==> src/rtl/lotr_ring_stop.sv <==
// LOTR ring stop: Q500 ring input, Q501 decode/eject, Q502 registered ring output.
// Ejected packets free the slot for round-robin local injection; a full FIFO bounces hits.
module lotr_ring_stop #(
  parameter int ADDR_W   = 32,
  parameter int DATA_W   = 32,
  parameter int NUM_CH   = 2,
  parameter int EJ_DEPTH = 4,
  parameter int ID_MSB   = 31,
  parameter int ID_LSB   = 24,
  parameter int CNT_W    = 16
) (
  input  logic                     QClk,
  input  logic                     RstQnnnH,
  input  logic [7:0]               tile_id,
  input  logic                     RingInputValidQ500H,
  input  logic [1:0]               RingInputOpcodeQ500H,
  input  logic [ADDR_W-1:0]        RingInputAddressQ500H,
  input  logic [DATA_W-1:0]        RingInputDataQ500H,
  output logic                     RingOutputValidQ502H,
  output logic [1:0]               RingOutputOpcodeQ502H,
  output logic [ADDR_W-1:0]        RingOutputAddressQ502H,
  output logic [DATA_W-1:0]        RingOutputDataQ502H,
  input  logic [NUM_CH-1:0]        InjValid,
  input  logic [2*NUM_CH-1:0]      InjOpcode,
  input  logic [ADDR_W*NUM_CH-1:0] InjAddress,
  input  logic [DATA_W*NUM_CH-1:0] InjData,
  output logic [NUM_CH-1:0]        InjReady,
  output logic                     EjValid,
  output logic [1:0]               EjOpcode,
  output logic [ADDR_W-1:0]        EjAddress,
  output logic [DATA_W-1:0]        EjData,
  input  logic                     EjReady,
  output logic [CNT_W-1:0]         BounceCnt
);
  localparam int PTR_W = (NUM_CH > 1) ? $clog2(NUM_CH) : 1;
  localparam int AW    = $clog2(EJ_DEPTH);
  localparam int PW    = 2 + ADDR_W + DATA_W;

  logic              v1_q;
  logic [1:0]        op1_q;
  logic [ADDR_W-1:0] a1_q;
  logic [DATA_W-1:0] d1_q;

  logic              v2_q, v2_d;
  logic [1:0]        op2_q, op2_d;
  logic [ADDR_W-1:0] a2_q, a2_d;
  logic [DATA_W-1:0] d2_q, d2_d;

  logic [PTR_W-1:0]  rr_q, gnt_idx;
  logic              gnt_any;
  int                gi;
  logic [CNT_W-1:0]  bcnt_q;

  logic [PW-1:0]     mem_q [EJ_DEPTH];
  logic [AW-1:0]     wr_q, rd_q;
  logic [AW:0]       cnt_q;

  logic hit, full, push, bounce, fwd, slot_free, inj, ej_v, pop;

  assign hit       = v1_q && (a1_q[ID_MSB:ID_LSB] == tile_id);
  // Full uses the registered count, so a same-cycle pop never rescues a hit.
  assign full      = (cnt_q == (AW+1)'(EJ_DEPTH));
  assign push      = hit && !full;
  assign bounce    = hit && full;
  assign fwd       = v1_q && !push;
  assign slot_free = !fwd;
  assign ej_v      = (cnt_q != '0);
  assign pop       = ej_v && EjReady;

  always_comb begin
    gnt_idx = '0;
    gnt_any = 1'b0;
    for (int k = 0; k < NUM_CH; k++) begin
      if (!gnt_any && InjValid[(int'(rr_q) + k) % NUM_CH]) begin
        gnt_any = 1'b1;
        gnt_idx = PTR_W'((int'(rr_q) + k) % NUM_CH);
      end
    end
    gi = int'(gnt_idx);
  end

  assign inj      = slot_free && gnt_any;
  assign InjReady = inj ? (NUM_CH'(1) << gnt_idx) : '0;

  always_comb begin
    v2_d  = 1'b0;
    op2_d = '0;
    a2_d  = '0;
    d2_d  = '0;
    if (fwd) begin
      v2_d  = 1'b1;
      op2_d = op1_q;
      a2_d  = a1_q;
      d2_d  = d1_q;
    end else if (inj) begin
      v2_d  = 1'b1;
      op2_d = InjOpcode[2*gi +: 2];
      a2_d  = InjAddress[gi*ADDR_W +: ADDR_W];
      d2_d  = InjData[gi*DATA_W +: DATA_W];
    end
  end

  always_ff @(posedge QClk) begin
    if (!RstQnnnH) begin
      v1_q   <= 1'b0;
      op1_q  <= '0;
      a1_q   <= '0;
      d1_q   <= '0;
      v2_q   <= 1'b0;
      op2_q  <= '0;
      a2_q   <= '0;
      d2_q   <= '0;
      rr_q   <= '0;
      bcnt_q <= '0;
      wr_q   <= '0;
      rd_q   <= '0;
      cnt_q  <= '0;
    end else begin
      v1_q  <= RingInputValidQ500H;
      op1_q <= RingInputOpcodeQ500H;
      a1_q  <= RingInputAddressQ500H;
      d1_q  <= RingInputDataQ500H;
      v2_q  <= v2_d;
      op2_q <= op2_d;
      a2_q  <= a2_d;
      d2_q  <= d2_d;
      if (inj) rr_q <= PTR_W'((gi + 1) % NUM_CH);
      if (bounce && (bcnt_q != '1)) bcnt_q <= bcnt_q + CNT_W'(1);
      if (push) wr_q <= wr_q + AW'(1);
      if (pop)  rd_q <= rd_q + AW'(1);
      cnt_q <= cnt_q + (AW+1)'(push) - (AW+1)'(pop);
    end
  end

  // Storage needs no reset: the pointers and count define what is valid.
  always_ff @(posedge QClk) begin
    if (push) mem_q[wr_q] <= {op1_q, a1_q, d1_q};
  end

  assign RingOutputValidQ502H   = v2_q;
  assign RingOutputOpcodeQ502H  = op2_q;
  assign RingOutputAddressQ502H = a2_q;
  assign RingOutputDataQ502H    = d2_q;

  assign EjValid = ej_v;
  assign {EjOpcode, EjAddress, EjData} = ej_v ? mem_q[rd_q] : '0;
  assign BounceCnt = bcnt_q;
endmodule

==> config.mk <==
export PLATFORM = sky130hd
export DESIGN_NAME = lotr_ring_stop
export DESIGN_NICKNAME = d
export VERILOG_FILES = /design/src/rtl/lotr_ring_stop.sv
export SDC_FILE = /design/constraint.sdc
export NUM_CORES = 1
export LEC_CHECK = 0
export ABC_AREA = 1
export BUFFER_PORTS_ARGS = -buffer_cell sky130_fd_sc_hd__buf_2
export CAP_MARGIN = 20
export CORE_MARGIN = 2
export CORE_UTILIZATION = 35
export DETAILED_ROUTE_END_ITERATION = 8
export GPL_ROUTABILITY_DRIVEN = 0
export MAX_ROUTING_LAYER = met4
export PLACE_DENSITY = 0.66
export SLEW_MARGIN = 20
export SYNTH_ARGS = -nofsm -noshare
export SYNTH_HDL_FRONTEND = slang
export SYNTH_SLANG_ARGS = --single-unit
==> constraint.sdc <==
create_clock -name QClk -period 5.9 [get_ports QClk]
set_clock_uncertainty 0.2 [all_clocks]
set_input_delay 1.18 -clock QClk [delete_from_list [all_inputs] [get_ports QClk]]
set_output_delay 1.18 -clock QClk [all_outputs]
set_load 0.05 [all_outputs]
==> results of run 1 <==
## synth_stat cells
cell | number | area (um2)
sky130_fd_sc_hd__nand3_4 | 2 | 35.0
sky130_fd_sc_hd__a21oi_1 | 145 | 726
sky130_fd_sc_hd__inv_1 | 103 | 387
sky130_fd_sc_hd__o21bai_4 | 1 | 18.8
sky130_fd_sc_hd__nand4_1 | 15 | 93.8
sky130_fd_sc_hd__buf_6 | 2 | 22.5
sky130_fd_sc_hd__nor2_2 | 1 | 6.26
sky130_fd_sc_hd__nor2_1 | 290 | 1090
sky130_fd_sc_hd__nand3_1 | 132 | 661
sky130_fd_sc_hd__buf_2 | 28 | 140
sky130_fd_sc_hd__nor2_4 | 2 | 22.5
sky130_fd_sc_hd__edfxtp_1 | 264 | 7930
sky130_fd_sc_hd__inv_2 | 2 | 7.51
sky130_fd_sc_hd__ha_1 | 7 | 87.6
sky130_fd_sc_hd__nor3_1 | 1 | 5.00
sky130_fd_sc_hd__xnor2_1 | 12 | 105
sky130_fd_sc_hd__fa_1 | 1 | 20.0
sky130_fd_sc_hd__nand2_2 | 12 | 75.1
sky130_fd_sc_hd__o21ai_0 | 139 | 696
sky130_fd_sc_hd__nor2_8 | 1 | 20.0
sky130_fd_sc_hd__buf_1 | 9 | 33.8
sky130_fd_sc_hd__nand3_2 | 10 | 100
sky130_fd_sc_hd__buf_4 | 9 | 67.6
sky130_fd_sc_hd__clkbuf_1 | 58 | 218
sky130_fd_sc_hd__dfxtp_1 | 160 | 3200
sky130_fd_sc_hd__a21oi_2 | 9 | 78.8
sky130_fd_sc_hd__mux2_2 | 66 | 743
sky130_fd_sc_hd__xor2_1 | 4 | 35.0
sky130_fd_sc_hd__buf_8 | 1 | 15.0
sky130_fd_sc_hd__nand2_1 | 121 | 454
## where the power goes
| part | leakage (uW) | switching, uW | total, uW | internal (uW) |
|---|---|---|---|---|
| registers | 0.00373 | 78.4 | 3300 | 3220 |
| clock network | 0.000781 | 1140 | 2940 | 1790 |
| logic | 0.00419 | 2010 | 2560 | 554 |
## placed cells by master, fill, tap and decap left out, drive strengths merged
| master | synthesis | routed |
|---|---|---|
| buf | 49 | 385 |
| nor2 | 294 | 294 |
| edfxtp | 264 | 264 |
| dfxtp | 160 | 160 |
| a21oi | 154 | 154 |
| nand3 | 144 | 144 |
| o21ai | 139 | 139 |
| nand2 | 133 | 133 |
| inv | 105 | 104 |
| clkbuf | 58 | 75 |
| mux2 | 66 | 66 |
| nand4 | 15 | 15 |
| xnor2 | 12 | 12 |
| clkinv | 0 | 10 |
| ha | 7 | 7 |
| xor2 | 4 | 4 |
| nor3 | 1 | 1 |
| o21bai | 1 | 1 |
| fa | 1 | 1 |
| bufinv | 0 | 1 |
| clkinvlp | 0 | 1 |
## final cells by class
cell class	instances	area share [%]
inverters	105	1.89
multi-input cells	971	24.4
well taps	615	3.65
clock inverters	11	0.392
repair buffers	385	9.60
clock buffers	75	7.17
flip-flops and latches	424	52.9
## worst max-delay path: cells and delay by family
kind | cells | cell delay [ns]
XOR/XNOR | 1 | 0.14
AO/OA/AOI/OAI | 1 | 0.47
buffers and inverters | 2 | 0.37
AND/OR/NAND/NOR | 5 | 0.68
## path summary, 6_finish.rpt
path                  to  cells after the start  slack, ns       start
max          InjReady[1]                      9       1.66  tile_id[3]
min                 flop                      2       0.26     rd_q[1]
max reg2reg     cnt_q[2]                     15       2.27    a1_q[27]
min reg2reg         flop                      2       0.26     rd_q[1]
## stage by stage
step / total power, uW / setup WS, ns / instance area [um2] / std cells / util (%)
after floorplan: 5210 / 0.460 / 17100 / 1607 / -
after global placement: 5930 / 1.48 / 19500 / 2500 / 40.6
after detailed placement: 5960 / 1.43 / 19500 / 2500 / 40.6
after CTS: 8910 / 1.64 / 21100 / 2586 / 43.9
after global routing: 9160 / 1.42 / 21100 / 2586 / 43.9
final: 8800 / 1.66 / 21100 / 2586 / 43.9
## cells by family after synthesis
family | synth area share [%]
muxes | 4.35
and+or+nand+nor | 15.0
buffers and inverters | 5.21
AOI/OAI and AO/OA | 8.89
adders and majority gates | 0.630
xor gates and xnor gates | 0.820
DFF | 65.1
## registers in the layout, summed over array words and instances, names as in the netlist, named ones only
register and count:
RingOutputAddressQ502H 32, RingOutputValidQ502H 1, rr_q 1, op1_q 2, BounceCnt 16, d1_q 32, RingOutputOpcodeQ502H 2, a1_q 32
rd_q 2, wr_q 2, v1_q 1, cnt_q 3, mem_q 264, RingOutputDataQ502H 32
## per-layer routing
metal	track usage [%]	wire length (um)	vias to the layer above
met1	23.1	20700	6080
met3	2.70	2130	64
li1	-	-	6149
met2	31.6	22900	344
met5	-	0	-
met4	4.96	853	0
==> results.md, run 1 <==
Synth:
- After synthesis, flip-flops and latches occupy 65.1% of the total area.
- The number of register bits inferred by synthesis is ~420.
- Yosys printed 0 warnings.
- The number of nets in the synthesized netlist is around 1,800.
- In the synthesized netlist, the number of instances is 1,607.
- The netlist uses 30 different library cells.
- After synthesis, the mean cell area works out to between 10 and 15 um2.
- The mapped netlist covers roughly 17,000 um2.

Layout:
- The fraction of final layout cells with drive strength greater than 1 is approximately 29%.
- The area added between synthesis and finish is 23.2%.
- Summing all multi-input logic gate instances after layout gives ~5000 um2.
- The antenna diode count is 0.
- After the last flow step, the layout net total stands at ~2,200.
- The register area is roughly 11,000 um2.
- Counting the fill cells in the layout gives between 4,000 and 5,000.

Floorplan:
- The die span in y is 225 um.
- The floorplan step defined a die boundary enclosing about 51,000 um2.
- The core area is 47,900 um2.
- In this run the count of I/O pins placed on the die edge is between 300 and 400.
- The initial utilization of the core area, before any placement, comes to a little over a third.
- The die boundary width is 225 um.
- The initialized floorplan defines 80 standard-cell rows.

GRT:
- The maximum number of pins on one net before global-route repair is between 90 and 100.
- The number of global-route vias before repair is ~12,000.
- Summed over all layers, the global routing overflow is 0.
- The overall routing resource usage is a little under a fifth.
- The initial antenna violation count came to 0.
- The global-route wire length before repair is 70,000 um.

Pwr:
- For this design the ratio of total power to cell area is around 420 nW/um2.
- The static leakage is slightly below 0.009 uW.
- IR analysis of the VDD net gives a maximum drop of around 0.24 mV.

Clock tree:
- The clock passes through at most 3 buffers.
- The clock reaches the later pin of the worst-skew pair after 0.57 ns.
- The H-tree level count is 2.
- The number of hold buffers added after CTS was 0.
- Post-CTS timing repair inserted 0 buffers for setup.
- The root buffer cell chosen for the clock tree is sky130_fd_sc_hd__clkbuf_16.
- The clock-pin transition on the worst setup and hold timing paths is approximately 0.05 ns.
- The number of sinks on the clock net is ~420.
- Counting the buffers created by CTS gives 46.
- The count of instances resized after the clock tree is built is 0.
- TritonCTS built the clock tree.

STA:
- The number of failing setup endpoints in the final timing report is 0.
- After layout, the minimum clock period comes to 4.24 ns.
- The worst slew margin relative to its limit is about a third.
- The number of endpoints with negative hold slack in the final report is 0.
- Setup repair after global routing left no endpoint under its margin.
- Summed over all failing endpoints, the final setup total negative slack is 0 ns.
- The transition time at the pin with the least slew margin is approximately 0.98 ns.
- The worst slack on hold paths is around 0.26 ns.
- The final cycle utilization of the critical path is between 70% and 80%.
- Based on the critical path, the design can be clocked at up to ~0.24 GHz.
- The number of max-slew violations in the final report is 0.

Placed design:
- The HPWL after detailed placement is slightly below 30,000 um.
- The port buffer count is between 300 and 400.

Detailed routing:
- The average wire length per cell after detail routing is around 18 um.
- The total detailed-routing wirelength is ~47,000 um.
- The detailed router finished its first iteration with between 700 and 800 violations.
- The vias per cell is 4.89.
- The remaining antenna violation count after routing is 0.
- The iteration count of the initial detailed-routing pass is 5.
- In the routed design, unresolved DRC markers number 0.
- The number of vias after detailed routing is 12,600.

Setup path:
- STA puts the critical path data arrival time at approximately 2.9 ns.
- On the critical path, the stage with the largest delay is an instance of sky130_fd_sc_hd__o21bai_4.
- For the worst setup path, the data required time is 4.52 ns.
- The worst stage delay on the critical path is 0.47 ns.
- The signal on the critical path passes through buf_2 -> xnor2_1 -> nand2_1 -> nor2_1 -> nand2_2 -> o21bai_4 -> nand2_1 -> nor2_1 -> buf_2.
- The nature of the critical path startpoint is an input port.
- The kind of critical path is input port to primary output.
- The type of element capturing the critical path is a primary output.
- Of all nets on the critical path, the largest fanout is 18.

Job:
- The tool flagged a number of max-cap violations equal to 0.

Min path:
- The path class of the tightest hold or removal check is flop to flop.

Run status:
- The flow ran to the end, and the final reports show no timing, DRC or antenna violations.
No activity file was read; power rests on OpenSTA's default activity.
==> inputs of run 2 (changes only) <==
clock period = 4.3 ns   (was 5.9 ns; I/O delays follow)
==> run 2 against run 1 <==
  * Clock power rose by 42%
  * Die area did not move
  * Clock-buffer cell count fell by 10
  * Cell area rose by 0.49%
  * Register-to-register slack got worse by 0.93 ns
  * Non-clock buffer count rose by 11
  * Critical endpoint is now EjData[31]
  * Core utilization rose by 0.22 points
  * Worst hold slack improved by 0.0016 ns
  * Highest routed layer unchanged
  * Power rose by 39%
==> results.md, run 2 (same netlist as run 1, synthesis figures left out) <==
Setup path:
- The worst stage delay on the critical path is 0.72 ns (+0.25 ns).
- STA classifies the critical path startpoint as a flop.
- The arrival time of data at the critical path endpoint is 2.82 ns (-0.04 ns).
- The dominant cell type by count on the critical path is sky130_fd_sc_hd__nor2_1.
- STA classifies the critical path endpoint as a primary output.
- The reg-to-reg critical path endpoint is cnt_q[2].
- Among all stages on the critical path, the largest delay is contributed by sky130_fd_sc_hd__dfxtp_4.
- The worst endpoint required time is 3.24 ns (-1.28 ns).
- The kind of critical path is flop to primary output.
- The startpoint of the lowest-slack register-to-register path is a1_q[28].
- The reg-to-reg setup timing slack is 1.34 ns (-0.93 ns).
- The logic depth of the worst register-to-register path is 15 (unchanged).
- The peak fanout along the critical path is 51 (+33).
- Traced cell by cell, the critical path runs through buf_4 -> nor2_1 -> nor2_1 -> o21ai_0 -> a21oi_1 -> buf_2.
- Grouping stages by cell kind, the critical path spends the most delay in buffers and inverters.
- The number of buffer and inverter stages on the critical path is 2 (unchanged).

Layout:
- The number of flip-flops under the largest register name came to 264 (unchanged).
- In the layout the commonest cells are sky130_fd_sc_hd__buf_2, sky130_fd_sc_hd__nor2_1, sky130_fd_sc_hd__edfxtp_1.
- The post-route core utilization is 44.1% (+0.22 points).
- The net count reported at finish is 2,163 (+0.46%).
- The fraction of final layout cells with drive strength greater than 1 is 29.5% (+0.47 points).
- The register ranked first by flip-flop count is mem_q.
- Compared with the post-synthesis result, the final layout area differs by 23.8%.
- The most frequent standard cell in the layout excluding fill and tap cells is sky130_fd_sc_hd__buf_2.

Placed design:
- The HPWL after detailed placement is 29,800 um (+1.8%).
- The port buffer count is 363 (unchanged).

GRT:
- The maximum number of pins on one net before global-route repair is 70 (-29%).
- The overall routing resource usage is 18.4% (-0.12 points).
- The initial antenna violation count was 1 (+1).
- The overflow left after global routing is 0 (unchanged).
- The number of global-route vias before repair came to 12,500 (+0.68%).
- The global-route wire length before repair was 69,700 um (-0.43%).

Min path:
- The worst hold path begins at rd_q[1].
- The path class of the tightest hold or removal check is flop to flop.
- The cell count of the worst hold path was 2 (unchanged).

STA:
- The final total negative setup slack is 0 ns (unchanged).
- Counting I/O delays and the setup requirement, the final critical path takes between 3 and 4 ns.
- The transition time at the pin with the least slew margin is 0.858 ns (-0.127 ns).
- The number of endpoints with negative hold slack in the final report is 0 (unchanged).
- The number of failing setup endpoints in the final timing report is 0 (unchanged).
- Timing would allow up to roughly 0.26 GHz.
- The number of max-slew violations in the final report is 0 (unchanged).
- The worst slack on hold paths is 0.257 ns (+0.00158 ns).
- The worst slew margin relative to its limit is 42.8% (+8.5 points).
- Setup repair after global routing left no endpoint under its margin.
- The final cycle utilization of the critical path is approximately nine tenths.

Pwr:
- The worst vdd rail ir drop is 0.263 mV (+8.2%).
- The power density over the cells is 580 nW/um2 (+39%).
- The static leakage is 0.00878 uW (+0.78%).

Floorplan:
- The area enclosed by the die boundary is 50,600 um2 (unchanged).
- The top-level port count is 364 (unchanged).
- The die span in y came to 225 um (unchanged).
- The die boundary width came to 225 um (unchanged).
- The number of core rows is 80 (unchanged).
- The initial core utilization is 35.6% (unchanged).
- The core area is 47,900 um2 (unchanged).

Clock tree:
- The clock buffer count from CTS came to 45 (-2.2%).
- The count of instances resized after the clock tree is built came to 0 (unchanged).
- The buffer levels on the longest clock path is 3 (unchanged).
- The insertion delay of the later-clocked pin in the worst-skew pair is 0.57 ns (about the same).
- TritonCTS built the clock tree.
- The number of sinks on the clock net is 424 (unchanged).
- The cts-stage hold buffer count came to 0 (unchanged).
- The number of buffers inserted to repair setup after CTS came to 0 (unchanged).
- The H-tree level count was 2 (unchanged).
- The clock-pin transition on the worst setup and hold timing paths came to 0.06 ns (about the same).
- The root cell of the clock tree is sky130_fd_sc_hd__clkbuf_16.

Detailed routing:
- The vias per cell came to 4.91 (+0.43%).
- The detailed-route DRC error count is 0 (unchanged).
- The number of vias after detailed routing was 12,700 (+0.82%).
- The total detailed-routing wirelength is 46,300 um (-0.56%).
- The remaining antenna violation count after routing is 0 (unchanged).
- The average wire length per cell after detail routing is 17.8 um (-0.94%).
- The iteration count of the initial detailed-routing pass is 5 (unchanged).
- The first-iteration detailed-routing DRC count is 831 (+12%).

Run status:
- The flow ran to the end, and the final reports show no timing, DRC or antenna violations.

Job:
- The reported max-cap violation count came to 0 (unchanged).
[run 2: cell types whose count changed in the layout (fill, tap and decap cells not counted), sizes merged]
cell,previous run,this run
buf,385,396
bufinv,1,7
clkbuf,75,65
clkinv,10,11
clkinvlp,1,0
diode,0,1
inv,104,106
[run 2: where the power goes]
part           internal [uW]  leakage (uW)  switching, uW
clock                   2610      0.000801           1560
sequential              4420       0.00373            150
combinational            789       0.00424           2740
total                   7810       0.00878           4450
[run 2: how the worst max path moves through the flow]
stage               startpoint           end  depth (start not counted)
finish                    flop    EjData[31]                          6
global route              flop  EjAddress[5]                          6
CTS                       flop  EjAddress[4]                          6
detailed placement  tile_id[4]   InjReady[1]                         11
global placement    tile_id[3]   InjReady[1]                          9
floorplan           tile_id[3]   mem_q[0][0]                          8
[run 2: tightest hold or removal path, cell delays in order, from the launching register on]
cell,delay (ns)
sky130_fd_sc_hd__dfxtp_1,0.29
sky130_fd_sc_hd__inv_1,0.05
sky130_fd_sc_hd__a21oi_1,0.07
[run 2: layout make-up]
type,instances,area [um2]
fill,4397,26800
sequential,424,11100
multi-input combinational,971,5130
timing repair buffer,396,2090
clock buffer,65,1360
tap,615,769
inverter,105,398
clock inverter,19,269
antenna,1,2.50
[run 2: per-stage QoR]
stage / cells / total power (uW) / setup WS (ns) / cell area (um2)
global placement: 2511 / 8180 / 0.601 / 19500
floorplan: 1607 / 7150 / -0.820 / 17100
CTS: 2595 / 12400 / 0.318 / 21200
detailed placement: 2511 / 8220 / 0.564 / 19500
global route: 2596 / 12700 / 0.147 / 21200
finish: 2596 / 12300 / 0.421 / 21200
[run 2: layer usage]
| metal | track usage, % | routed length (um) | vias up |
|---|---|---|---|
| met5 | - | 0 | - |
| met4 | 5.58 | 943 | 0 |
| met3 | 3.08 | 2790 | 67 |
| met2 | 30.8 | 22800 | 422 |
| met1 | 23.0 | 19800 | 6093 |
| li1 | - | - | 6158 |
